### config.mk
export PLATFORM = sky130hd
export DESIGN_NAME = load_align_unit
export DESIGN_NICKNAME = d
export VERILOG_FILES = /design/src/rtl/load_align_pkg.sv /design/src/rtl/load_align_unit_lane_extract.sv /design/src/rtl/load_align_unit.sv
export SDC_FILE = /design/constraint.sdc
export NUM_CORES = 1
export LEC_CHECK = 0
export CAP_MARGIN = 20
export CELL_PAD_IN_SITES_DETAIL_PLACEMENT = 0
export CELL_PAD_IN_SITES_GLOBAL_PLACEMENT = 2
export CORE_MARGIN = 5
export CORE_UTILIZATION = 35
export CTS_BUF_LIST = sky130_fd_sc_hd__clkbuf_2 sky130_fd_sc_hd__clkbuf_4 sky130_fd_sc_hd__clkbuf_8
export DETAILED_ROUTE_END_ITERATION = 10
export PLACE_DENSITY = 0.89
export SKIP_CTS_REPAIR_TIMING = 1
export SYNTH_ARGS = -nofsm -noshare
export SYNTH_HDL_FRONTEND = slang
export SYNTH_SLANG_ARGS = --single-unit
export TNS_END_PERCENT = 1
### constraint.sdc
create_clock -name clk -period 2.47 [get_ports clk]
set_input_delay 0.3705 -clock clk [delete_from_list [all_inputs] [get_ports clk]]
set_output_delay 0.3705 -clock clk [all_outputs]
set_load 0.02 [all_outputs]
### src/rtl/load_align_pkg.sv
// Shared types for the load alignment path: access sizes, FSM states and
// the size-to-byte-count helper.
package load_align_pkg;

    typedef enum logic [1:0] {
        SZ_BYTE  = 2'd0,
        SZ_HALF  = 2'd1,
        SZ_WORD  = 2'd2,
        SZ_DWORD = 2'd3
    } size_e;

    typedef enum logic [2:0] {
        IDLE,
        ISSUE0,
        WAIT0,
        ISSUE1,
        WAIT1,
        DONE
    } state_e;

    function automatic int bytes_of(input logic [1:0] size);
        return 1 << size;
    endfunction

endpackage

### src/rtl/load_align_unit_lane_extract.sv
// Combinational lane extractor: picks the addressed bytes out of one or two
// bus beats and sign- or zero-extends them to the full bus width.
module lane_extract
    import load_align_pkg::*;
#(
    parameter int DATA_W = 32,
    parameter int OFF_W  = $clog2(DATA_W / 8)
) (
    input  logic [DATA_W-1:0] beat0,
    input  logic [DATA_W-1:0] beat1,
    input  logic [OFF_W-1:0]  off,
    input  logic [1:0]        size,
    input  logic              sign_ext,
    output logic [DATA_W-1:0] ext_data
);

    localparam int NB = DATA_W / 8;

    logic [2*DATA_W-1:0] merged;
    logic [DATA_W-1:0]   low;
    logic [DATA_W-1:0]   sign_mask;
    logic [DATA_W-1:0]   keep_mask;
    int                  nbytes;

    // sign_mask marks the top bit of the loaded field; keep_mask covers the field
    always_comb begin
        nbytes = bytes_of(size);
        if (nbytes > NB) nbytes = NB;
        merged    = {beat1, beat0} >> {off, 3'b000};
        low       = merged[DATA_W-1:0];
        sign_mask = {{(DATA_W-1){1'b0}}, 1'b1} << (8 * nbytes - 1);
        keep_mask = sign_mask | (sign_mask - DATA_W'(1));
        if (sign_ext && |(low & sign_mask)) ext_data = low | ~keep_mask;
        else                                ext_data = low & keep_mask;
    end

endmodule

### src/rtl/load_align_unit.sv
// Load alignment stage: fetches one or two bus beats for a load and returns
// the extended result, optionally rejecting lane-crossing loads.
module load_align_unit
    import load_align_pkg::*;
#(
    parameter int DATA_W           = 32,
    parameter int ADDR_W           = 32,
    parameter bit ALLOW_MISALIGNED = 1'b1
) (
    input  logic              clk,
    input  logic              rst_n,
    input  logic              req_valid,
    output logic              req_ready,
    input  logic [ADDR_W-1:0] req_addr,
    input  logic [1:0]        req_size,
    input  logic              req_signed,
    output logic              mem_req_valid,
    input  logic              mem_req_ready,
    output logic [ADDR_W-1:0] mem_req_addr,
    input  logic              mem_rsp_valid,
    input  logic [DATA_W-1:0] mem_rsp_data,
    output logic              rsp_valid,
    input  logic              rsp_ready,
    output logic [DATA_W-1:0] rsp_data,
    output logic              rsp_err
);

    localparam int NB    = DATA_W / 8;
    localparam int OFF_W = $clog2(NB);

    state_e            state;
    logic [1:0]        size_q;
    logic              sign_q;
    logic [OFF_W-1:0]  off_q;
    logic              cross_q;
    logic [DATA_W-1:0] beat0_q;
    logic [DATA_W-1:0] beat1_q;

    logic [1:0]        req_size_eff;
    logic [OFF_W-1:0]  req_off;
    logic              req_cross;
    logic [ADDR_W-1:0] req_base;

    logic [DATA_W-1:0] lane_beat0;
    logic [DATA_W-1:0] lane_beat1;
    logic [DATA_W-1:0] lane_data;

    // A dword on a 32-bit bus degrades to a word access
    always_comb begin
        req_size_eff = (DATA_W == 32 && req_size == SZ_DWORD) ? SZ_WORD : req_size;
        req_off      = req_addr[OFF_W-1:0];
        req_cross    = (int'(req_off) + bytes_of(req_size_eff)) > NB;
        req_base     = req_addr & ~ADDR_W'(NB - 1);
    end

    // Feed the arriving beat straight in so the result registers on entry to DONE
    assign lane_beat0 = (state == WAIT0) ? mem_rsp_data : beat0_q;
    assign lane_beat1 = (state == WAIT1) ? mem_rsp_data : beat1_q;

    lane_extract #(
        .DATA_W (DATA_W)
    ) u_lane_extract (
        .beat0    (lane_beat0),
        .beat1    (lane_beat1),
        .off      (off_q),
        .size     (size_q),
        .sign_ext (sign_q),
        .ext_data (lane_data)
    );

    always_ff @(posedge clk or negedge rst_n) begin
        if (!rst_n) begin
            state         <= IDLE;
            req_ready     <= 1'b1;
            mem_req_valid <= 1'b0;
            mem_req_addr  <= '0;
            rsp_valid     <= 1'b0;
            rsp_data      <= '0;
            rsp_err       <= 1'b0;
            size_q        <= SZ_BYTE;
            sign_q        <= 1'b0;
            off_q         <= '0;
            cross_q       <= 1'b0;
            beat0_q       <= '0;
            beat1_q       <= '0;
        end else begin
            case (state)
                IDLE: begin
                    if (req_valid) begin
                        size_q    <= req_size_eff;
                        sign_q    <= req_signed;
                        off_q     <= req_off;
                        cross_q   <= req_cross;
                        req_ready <= 1'b0;
                        if (req_cross && !ALLOW_MISALIGNED) begin
                            state     <= DONE;
                            rsp_valid <= 1'b1;
                            rsp_err   <= 1'b1;
                            rsp_data  <= '0;
                        end else begin
                            state         <= ISSUE0;
                            mem_req_valid <= 1'b1;
                            mem_req_addr  <= req_base;
                        end
                    end
                end
                ISSUE0: begin
                    if (mem_req_ready) begin
                        mem_req_valid <= 1'b0;
                        state         <= WAIT0;
                    end
                end
                WAIT0: begin
                    if (mem_rsp_valid) begin
                        beat0_q <= mem_rsp_data;
                        if (cross_q) begin
                            state         <= ISSUE1;
                            mem_req_valid <= 1'b1;
                            mem_req_addr  <= mem_req_addr + ADDR_W'(NB);
                        end else begin
                            state     <= DONE;
                            rsp_valid <= 1'b1;
                            rsp_err   <= 1'b0;
                            rsp_data  <= lane_data;
                        end
                    end
                end
                ISSUE1: begin
                    if (mem_req_ready) begin
                        mem_req_valid <= 1'b0;
                        state         <= WAIT1;
                    end
                end
                WAIT1: begin
                    if (mem_rsp_valid) begin
                        beat1_q   <= mem_rsp_data;
                        state     <= DONE;
                        rsp_valid <= 1'b1;
                        rsp_err   <= 1'b0;
                        rsp_data  <= lane_data;
                    end
                end
                DONE: begin
                    if (rsp_ready) begin
                        rsp_valid <= 1'b0;
                        req_ready <= 1'b1;
                        state     <= IDLE;
                    end
                end
                default: state <= IDLE;
            endcase
        end
    end

endmodule

==> out/qor.csv <==
metric,value,unit
rows,54,
dr.pass1.iters,6,
worstPathArrival,2.70,ns
ys_seq_area_share,41.7,%
drtIter0Drc,330,
worst_slew_pin_slew,0.547,ns
drv_cap,0,
avgRoutedWirePerCell,19.3,µm
final_nets,948,
clock_path_buffers,2,
ys_seq_elements,130,
period_minus_slack,2.38,ns
wirelength,22.5,mm
final_cell_area,10100,µm²
cts.clk_slew.worst_paths,0.08,ns
finalSetupViolCount,0,
core-area,21900,µm²
layout_common_cells,"clkdlybuf4s50_1 (136), dfrtp_1 (128), mux2_2 (69)",
finalClockSkew,0.00952,ns
dp_hpwl,15.9,mm
powerDensity,1310,nW/µm²
synth_flop_cell,dfrtp_1,
clk_latency,0.44,ns
route.detailed.drc,0,
slew_violations,0,
grt_max_degree,58,
leakage,4.12,nW
critPathKind,reg -> reg,
grt_pass1_wl,35.7,mm
ys_types,61,
crit_required,2.79,ns
path_buf_inv,2,
async_flop_share,100,%
post-place-ws,0.0652,ns
r2r_slack,0.09,ns
cp_top_family,simple AND/OR/NAND/NOR gates,
port_buffers,137,
avgViaCountPerCell,5.47,
final_common_cell,clkdlybuf4s50_1,
end_kind,flip-flop,
place_area,9670,µm²
relSlewSlack,63.5,%
initial_utilization,35.7,%
synth_area,7810,µm²
cpMaxStageDelayCell,dfrtp_1,
crit_fanout,12,
clock-root-buffer,clkbuf_8,
cts_tree,yes,
synth-edff-count,0,
setup_ws,0.0942,ns
io_pins,141,
grtUsageTotal,17.3,%
die_area,25400,µm²
finalCritPeriodShare,96.2,%
cp-start-kind,flip-flop,
outcome,completed,
die_x,159,µm
grt_pass1_vias,6415,
die_h,159,µm
fin_cells,1161,
avgSynthCellArea,10.8,µm²
diodes,0,
clock_sinks,130,
hold_viol,0,
dp.cells,1123,
netlist_instances,726,
syn2layout_area_growth,30.0,%
grt_antenna_before_repair,0,
grt_overflow,0,
path_cells,"or2_2, ha_1, xnor2_2, and3_1, a32o_1, nor4_4, buf_4, clkbuf_16, o21ai_1",
finalSetupTns,0,ns
worst_path_largest_cell_delay,0.40,ns
fmax,421,MHz
ir_worst_vdd,0.465,mV
hold_class,in -> async,
vias,6354,
fin_hold_ws,0.468,ns
htree_levels,4,
ant_nets,0,
yosys_warnings,0,
drive_gt1_share,21.6,%
place.gp.congestion,0.847,
cts_buffers,17,
kinds of logic after synthesis:
kind of cell	Yosys count	synth area share [%]
flip-flops	130	41.7
XOR/XNOR	1	0.112
AO/OA/AOI/OAI	184	15.0
multiplexers	161	26.6
buffers and inverters	74	4.41
other	1	0.0480
adder cells (fa/ha/maj)	7	1.22
AND/OR/NAND/NOR	168	10.9
final timing paths:
| check | start | end | cells after the start |
|---|---|---|---|
| worst max-delay path | size_q[1]$_DFFE_PN0P_ | rsp_data[19]$_DFFE_PN0P_ | 9 |
| worst min-delay path | rst_n | rsp_data[26]$_DFFE_PN0P_ | 2 |
| worst max register to register | size_q[1]$_DFFE_PN0P_ | rsp_data[19]$_DFFE_PN0P_ | 9 |
| worst min register to register | rsp_data[7]$_DFFE_PN0P_ | rsp_data[7]$_DFFE_PN0P_ | 2 |
| max in group asynchronous | rst_n | req_ready$_DFFE_PN1P_ | 3 |
| min in group clk | rsp_data[7]$_DFFE_PN0P_ | rsp_data[7]$_DFFE_PN0P_ | 2 |
cell usage after synthesis, types with 7 or more instances:
library cell  instances  area (µm²)
nor2b_1               7        43.8
o21ai_0              41         205
buf_2                17        85.1
nand3_1              23         115
nor2_1               44         165
a2bb2oi_1            17         149
mux2i_1              61         611
nand2_1              42         158
dfrtp_1             129        3230
a21oi_1              41         205
o21ai_1              21         105
and3_1               12        75.1
o22a_1                8        70.1
nand4_1               9        56.3
mux2_2               69         777
clkbuf_1             25        93.8
mux4_2               30         676
a22oi_1              10        75.1
inv_1                16        60.1
a31oi_1              10        62.6
state kept, by name (all words and copies together), names as in the netlist, 2 cells and up:
signal and flops:
beat0_q 32, state 3, off_q 2, mem_req_addr 30, rsp_data 32, size_q 2
beat1_q 24
routing by layer:
metal / vias up / share of wire [%] / GRT usage, %
li1: 3017 / - / -
met1: 3204 / 46 / 23.7
met2: 112 / 49 / 28.2
met3: 21 / 3.3 / 3.47
met4: 0 / 1.5 / 4.11
met5: - / 0 / 0
worst register-to-register path, stage by stage (launching register included):
cell and delay [ns]:
dfrtp_1 0.40, or2_2 0.34, ha_1 0.26, xnor2_2 0.17, and3_1 0.19, a32o_1 0.24
nor4_4 0.20, buf_4 0.20, clkbuf_16 0.18, o21ai_1 0.07
where the power goes:
| part | total (W) | internal (W) | switching, W |
|---|---|---|---|
| combinational | 0.00751 | 0.00386 | 0.00365 |
| sequential | 0.00398 | 0.00315 | 0.000832 |
| clock | 0.00185 | 0.000905 | 0.000944 |
| total | 0.0133 | 0.00792 | 0.00542 |
per-stage QoR:
step	power (W)	util (%)
2_1_floorplan	0.00861	-
3_3_place_gp	0.0112	44.2
3_5_place_dp	0.0113	44.2
4_1_cts	0.0132	46.0
5_1_grt	0.0142	46.3
6_report	0.0133	46.3
layout make-up:
| class | instances | area [µm²] |
|---|---|---|
| multi-input cells | 524 | 4260 |
| well taps | 280 | 350 |
| inverters | 17 | 63.8 |
| fillers | 2097 | 11700 |
| clock buffers | 17 | 234 |
| clock inverters | 15 | 158 |
| flip-flops and latches | 130 | 3260 |
| repair buffers | 178 | 1830 |
Power figures use the tool's default switching activity.
